===== src/rtl/video_timing_probe.sv =====
// video_timing_probe: passive checker for the core video output.
// Measures line/frame geometry and sync polarity, flags stable timing.
//
// Ports:
//   clk_sys, reset (async, active high), ce_pix (pixel enable)
//   hs, vs        : syncs, either polarity
//   hblank/vblank : active-high blanking
//   h_total, h_active, v_total, v_active : published measurements
//   hs_pol, vs_pol : detected sync polarity (1 = active high)
//   frame_strobe, changed : 1-cycle publish / difference pulses
//   locked : timing stable, overflow : sticky counter saturation
module video_timing_probe #(
  parameter int CNT_W         = 12,
  parameter int STABLE_FRAMES = 2
) (
  input  logic             clk_sys,
  input  logic             reset,
  input  logic             ce_pix,
  input  logic             hs,
  input  logic             vs,
  input  logic             hblank,
  input  logic             vblank,
  output logic [CNT_W-1:0] h_total,
  output logic [CNT_W-1:0] h_active,
  output logic [CNT_W-1:0] v_total,
  output logic [CNT_W-1:0] v_active,
  output logic             hs_pol,
  output logic             vs_pol,
  output logic             frame_strobe,
  output logic             changed,
  output logic             locked,
  output logic             overflow
);

  localparam int SW = $clog2(STABLE_FRAMES + 1);
  localparam logic [CNT_W-1:0] MAX = '1;
  localparam logic [CNT_W-1:0] ONE = CNT_W'(1);
  localparam logic [SW-1:0] SF = SW'(STABLE_FRAMES);
  localparam logic [SW-1:0] SONE = SW'(1);

  function automatic logic [CNT_W-1:0] inc_sat(
    input logic [CNT_W-1:0] v
  );
    return (v == MAX) ? v : v + ONE;
  endfunction

  logic             de;
  logic             hs_q, vs_q, de_q;
  logic             pol_known, armed, pub_pend;
  logic             has_pub, line_de;
  logic [CNT_W-1:0] hcnt, hde, vcnt, vact;
  logic [CNT_W-1:0] cur_h_total, cur_h_active;
  logic [CNT_W-1:0] cur_v_total, cur_v_active;
  logic [SW-1:0]    stable_cnt, stable_inc;

  logic de_rise, de_fall, hs_lead, vs_lead;
  logic pol_chg, line_seen, sat_any, same_set;
  logic [CNT_W-1:0] vcnt_nx, vact_nx;

  assign de = ~(hblank | vblank);

  always_comb begin
    de_rise = ce_pix & de & ~de_q;
    de_fall = ce_pix & ~de & de_q;
    // Edges only count as sync edges once polarity is known.
    hs_lead = ce_pix & pol_known
            & (hs == hs_pol) & (hs_q != hs_pol);
    vs_lead = ce_pix & pol_known
            & (vs == vs_pol) & (vs_q != vs_pol);
    pol_chg = de_rise & pol_known
            & ((hs_pol != ~hs) | (vs_pol != ~vs));
    line_seen = line_de | (ce_pix & de);
    // The hs update lands first so a coincident vs edge
    // includes the closing line.
    vcnt_nx = hs_lead ? inc_sat(vcnt) : vcnt;
    vact_nx = (hs_lead & line_seen) ? inc_sat(vact) : vact;
    sat_any = (ce_pix & (hcnt == MAX))
            | (ce_pix & de & (hde == MAX))
            | (hs_lead & (vcnt == MAX))
            | (hs_lead & line_seen & (vact == MAX));
    same_set = (cur_h_total == h_total)
             & (cur_h_active == h_active)
             & (cur_v_total == v_total)
             & (cur_v_active == v_active);
    stable_inc = (stable_cnt == SF) ? SF : stable_cnt + SONE;
  end

  always_ff @(posedge clk_sys or posedge reset) begin
    if (reset) begin
      hs_q         <= 1'b0;
      vs_q         <= 1'b0;
      de_q         <= 1'b0;
      pol_known    <= 1'b0;
      armed        <= 1'b0;
      pub_pend     <= 1'b0;
      has_pub      <= 1'b0;
      line_de      <= 1'b0;
      hcnt         <= '0;
      hde          <= '0;
      vcnt         <= '0;
      vact         <= '0;
      cur_h_total  <= '0;
      cur_h_active <= '0;
      cur_v_total  <= '0;
      cur_v_active <= '0;
      stable_cnt   <= '0;
      h_total      <= '0;
      h_active     <= '0;
      v_total      <= '0;
      v_active     <= '0;
      hs_pol       <= 1'b0;
      vs_pol       <= 1'b0;
      frame_strobe <= 1'b0;
      changed      <= 1'b0;
      locked       <= 1'b0;
      overflow     <= 1'b0;
    end else begin
      frame_strobe <= 1'b0;
      changed      <= 1'b0;
      pub_pend     <= 1'b0;
      if (ce_pix) begin
        hs_q <= hs;
        vs_q <= vs;
        de_q <= de;
        hcnt <= hs_lead ? '0 : inc_sat(hcnt);
        if (de_fall) begin
          cur_h_active <= hde;
          hde          <= '0;
        end else if (de) begin
          hde <= inc_sat(hde);
        end
        if (hs_lead) begin
          cur_h_total <= inc_sat(hcnt);
          line_de     <= 1'b0;
        end else if (de) begin
          line_de <= 1'b1;
        end
        if (vs_lead) begin
          cur_v_total  <= vcnt_nx;
          cur_v_active <= vact_nx;
          vcnt         <= '0;
          vact         <= '0;
          armed        <= 1'b1;
          // The first vs edge only arms measurement.
          pub_pend     <= armed;
        end else begin
          vcnt <= vcnt_nx;
          vact <= vact_nx;
        end
        if (de_rise) begin
          hs_pol    <= ~hs;
          vs_pol    <= ~vs;
          pol_known <= 1'b1;
        end
      end
      if (pub_pend) begin
        h_total      <= cur_h_total;
        h_active     <= cur_h_active;
        v_total      <= cur_v_total;
        v_active     <= cur_v_active;
        frame_strobe <= 1'b1;
        has_pub      <= 1'b1;
        if (has_pub & same_set) begin
          stable_cnt <= stable_inc;
          if (stable_inc == SF)
            locked <= 1'b1;
        end else begin
          stable_cnt <= '0;
          locked     <= 1'b0;
          changed    <= has_pub;
        end
      end
      if (pol_chg) begin
        stable_cnt <= '0;
        locked     <= 1'b0;
      end
      overflow <= overflow | sat_any;
      if (overflow | sat_any)
        locked <= 1'b0;
    end
  end

endmodule


===== config.mk =====
export PLATFORM = sky130hd
export DESIGN_NAME = video_timing_probe
export DESIGN_NICKNAME = d
export VERILOG_FILES = /design/src/rtl/video_timing_probe.sv
export SDC_FILE = /design/constraint.sdc
export NUM_CORES = 1
export LEC_CHECK = 0
export ABC_AREA = 1
export CORE_MARGIN = 3
export CORE_UTILIZATION = 59
export DETAILED_ROUTE_END_ITERATION = 7
export PLACE_DENSITY_LB_ADDON = 0.2
export RECOVER_POWER = 100
export SLEW_MARGIN = 20
export SYNTH_ARGS = -nofsm -noshare
export SYNTH_HDL_FRONTEND = slang
export SYNTH_SLANG_ARGS = --single-unit

===== constraint.sdc =====
create_clock -name clk_sys -period 19.1 [get_ports clk_sys]
set_input_delay 5.73 -clock clk_sys [delete_from_list [all_inputs] [get_ports clk_sys]]
set_output_delay 5.73 -clock clk_sys [all_outputs]
set_load 0.01 [all_outputs]

==> impl_metrics.csv <==
group,metric,value,unit
yosys,yosys.area_share.xor_xnor,0.0441,
worst_hold_path,hp-start,"armed",
sta,max_slew_margin,-1.98,
worst_hold_path,hp-class,"register to register",
drt,ant_nets,0,
sta,rsz0062_at_grt,"no",
clock_tree,cts_resized,0,
setup_path,crit_slowest_cell,"clkinvlp_2",
placement,dpl.hpwl,11.2,mm
yosys,synth-compound-area-share,0.0927,
sta,finalSetupViolCount,0,
yosys,ys_seq_elements,160,
placement,io_buffers,60,
yosys,avgSynthCellArea,7.91,sq um
sta,slew_violations,285,
yosys,synth_nets,992,
yosys,synthFlopType,"dfrtp_1",
run_status,status,"finished with violations",
cells_and_area,layout_common_cells,"330 x nand2_1, 159 x dfrtp_1, 119 x inv_1, 108 x o21ai_0, 97 x nor2_1",
setup_path,slowest_delay,2.50,ns
sta,hold_violations,0,
global_routing,grt_pass1_vias,6156,
yosys,synthCells,980,
run_status,violations,"max-capacitance violations, max-slew violations",
yosys,synth_top_family_by_area,"simple AND/OR/NAND/NOR gates",
drt,wl_per_cell,13.7,um
clock_tree,clockBufferDepth,2,
setup_path,crit_chain,"dlygate4sd3_1 > clkinvlp_2 > clkbuf_1",
drt,drc_errors,0,
yosys,synth_edf_count,0,
yosys,ys_async_sr_fraction,1.00,
drt,via_count,6403,
setup_path,end_kind,"async pin",
clock_tree,root_buffer,"clkbuf_16",
setup_path,worst_ep_required_time,18.76,ns
global_routing,grt_use_total,0.251,
setup_path,critical_path_class,"input port to async pin",
yosys,yosys.area_share.simple,0.262,
yosys,yosysWarnings,0,
setup_path,cp-start-kind,"input port",
cells_and_area,drive_gt1_frac,0.0457,
floorplanning,die_y,121,um
pwr,vdd_drop_max,0.0831,mV
sta,worst_pin_slew,4.45,ns
global_routing,antenna_found_initial,0,
sta,setup_tns,0,ns
yosys,synthAdderAreaFrac,0.00807,
clock_tree,worstSkewPairLatency,0.43,ns
cells_and_area,syn_to_final_growth,16.7,%
setup_path,r2r_start,"hs_pol",
cells_and_area,num_antenna_cells,0,
pwr,p_leak,4.39,nW
drt,drt_pass1_iterations,5,
clock_tree,postCtsHoldBufs,0,
floorplanning,io_pins,61,
floorplanning,fp-row-count,41,
sta,fin_skew,0.0108,ns
setup_path,cp_data_arrival_time,11.09,ns
yosys,synthMuxAreaShare,0.00129,
yosys,synth_cell_type_count,40,
cells_and_area,final_common_cell,"nand2_1",
sta,holdWs,0.456,ns
clock_tree,cts.sinks,160,
clock_tree,htree_levels,4,
setup_path,crit_fanout,103,
yosys,synth_seq_area_share,0.517,
global_routing,grt_max_degree,104,
global_routing,grt_pass1_wl,28.8,mm
floorplanning,initial_core_util,0.609,
sta,post-route-min-period,11.44,ns
floorplanning,die_w,121,um
floorplanning,die_area,14500,sq um
yosys,syn-cell-area,7750,sq um
clock_tree,cts_buffers,17,
clock_tree,path_clk_slew,0.06,ns
setup_path,crit_start,"reset",
placement,place.gp.congestion,0.860,
cells_and_area,nNetsFinal,1049,
flow_run,max_cap_violations,5,
drt,finalWirelength,16.8,mm
drt,drt_iter0_drc,469,
sta,min_period_over_period,0.599,
sta,fmax,0.0874,GHz
pwr,pwr_density_cell,115,nW/um^2
global_routing,grt-ovfl-total,0,
drt,avgViaCountPerCell,5.24,
clock_tree,cts_tree,"done",
floorplanning,core_area,12700,sq um
clock_tree,cts_setup_buffers,0,
worst paths after layout:
check                      depth (start not counted)  slack [ns]            to
min reg2reg                                        2        0.46         armed
max in group clk_sys                              11        8.64       hde[11]
max                                                3        7.66      pub_pend
min                                                2        0.46         armed
min in group asynchronous                          2        7.12  v_active[11]
max reg2reg                                        8       14.96        locked
cell families (layout without fill, tap and decap cells):
family / Yosys count / count (layout)
simple gates: 489 / 489
flops: 160 / 160
buf+inv: 149 / 219
compound gates: 137 / 137
xor+xnor: 39 / 39
fa+ha+maj: 5 / 5
mux: 1 / 1
cell usage after synthesis, types with 2 or more instances:
cell type	count	share of area
xor2_1	22	0.025
nand2_4	2	0.0029
buf_2	4	0.0026
nand2_1	328	0.16
inv_1	119	0.058
dfrtp_1	160	0.52
inv_2	3	0.0015
nand2_2	5	0.0040
inv_4	2	0.0016
clkbuf_1	19	0.0092
o21ai_0	100	0.065
nor2_1	92	0.045
a22o_1	2	0.0023
nor2_2	6	0.0048
or2_2	2	0.0016
ha_1	5	0.0081
a211oi_1	2	0.0019
nand3_1	24	0.016
nor3_1	12	0.0078
o21ai_1	10	0.0065
o22ai_1	4	0.0032
xnor2_1	17	0.019
a21oi_1	13	0.0084
nor3_4	4	0.0084
nor2_4	2	0.0029
nand4_1	7	0.0057
power breakdown:
group	switching (mW)	total (mW)	leakage (nW)	internal, mW
Combinational	0.133	0.225	1.93	0.0914
Sequential	0.0484	0.440	2.15	0.392
Clock	0.134	0.373	0.306	0.238
Total	0.316	1.04	4.39	0.722
state kept, by name, summed over array words and instances, names as in the netlist, 2 cells and up:
register and cells:
cur_h_total 12, vcnt 12, cur_v_total 12, hcnt 12
vact 12, cur_h_active 12, stable_cnt 2, h_active 12
h_total 12, cur_v_active 12, hde 12, v_active 12
v_total 12
worst max-delay path: cells and delay by family:
family	cells	cell delay (ns)
buffers and inverters	3	5.29
layout make-up:
| cell class | count | area [sq um] |
|---|---|---|
| timing repair buffer | 62 | 608 |
| sequential | 160 | 4010 |
| multi-input combinational | 671 | 3100 |
| inverter | 125 | 474 |
| clock inverter | 10 | 183 |
| clock buffer | 22 | 464 |
| tap | 172 | 215 |
| fill | 1036 | 3680 |
layer usage:
layer	wire (um)	global-route usage
met1	7720	0.331
met2	7870	0.399
met3	737	0.0664
met4	444	0.0963
met5	0	0
through the flow:
stage / instances / total power, mW / cell area, sq um / setup slack (ns) / utilization
after CTS: 1222 / 1.05 / 9130 / 10.87 / 0.718
final: 1222 / 1.04 / 9040 / 7.66 / 0.711
after global routing: 1222 / 1.10 / 9040 / 6.50 / 0.711
after global placement: 1190 / 0.672 / 8480 / 10.57 / 0.667
after floorplan: 980 / 0.585 / 7750 / 9.05 / -
after detailed placement: 1190 / 0.681 / 8480 / 10.47 / 0.667
No activity file was read; power rests on OpenSTA's default activity.
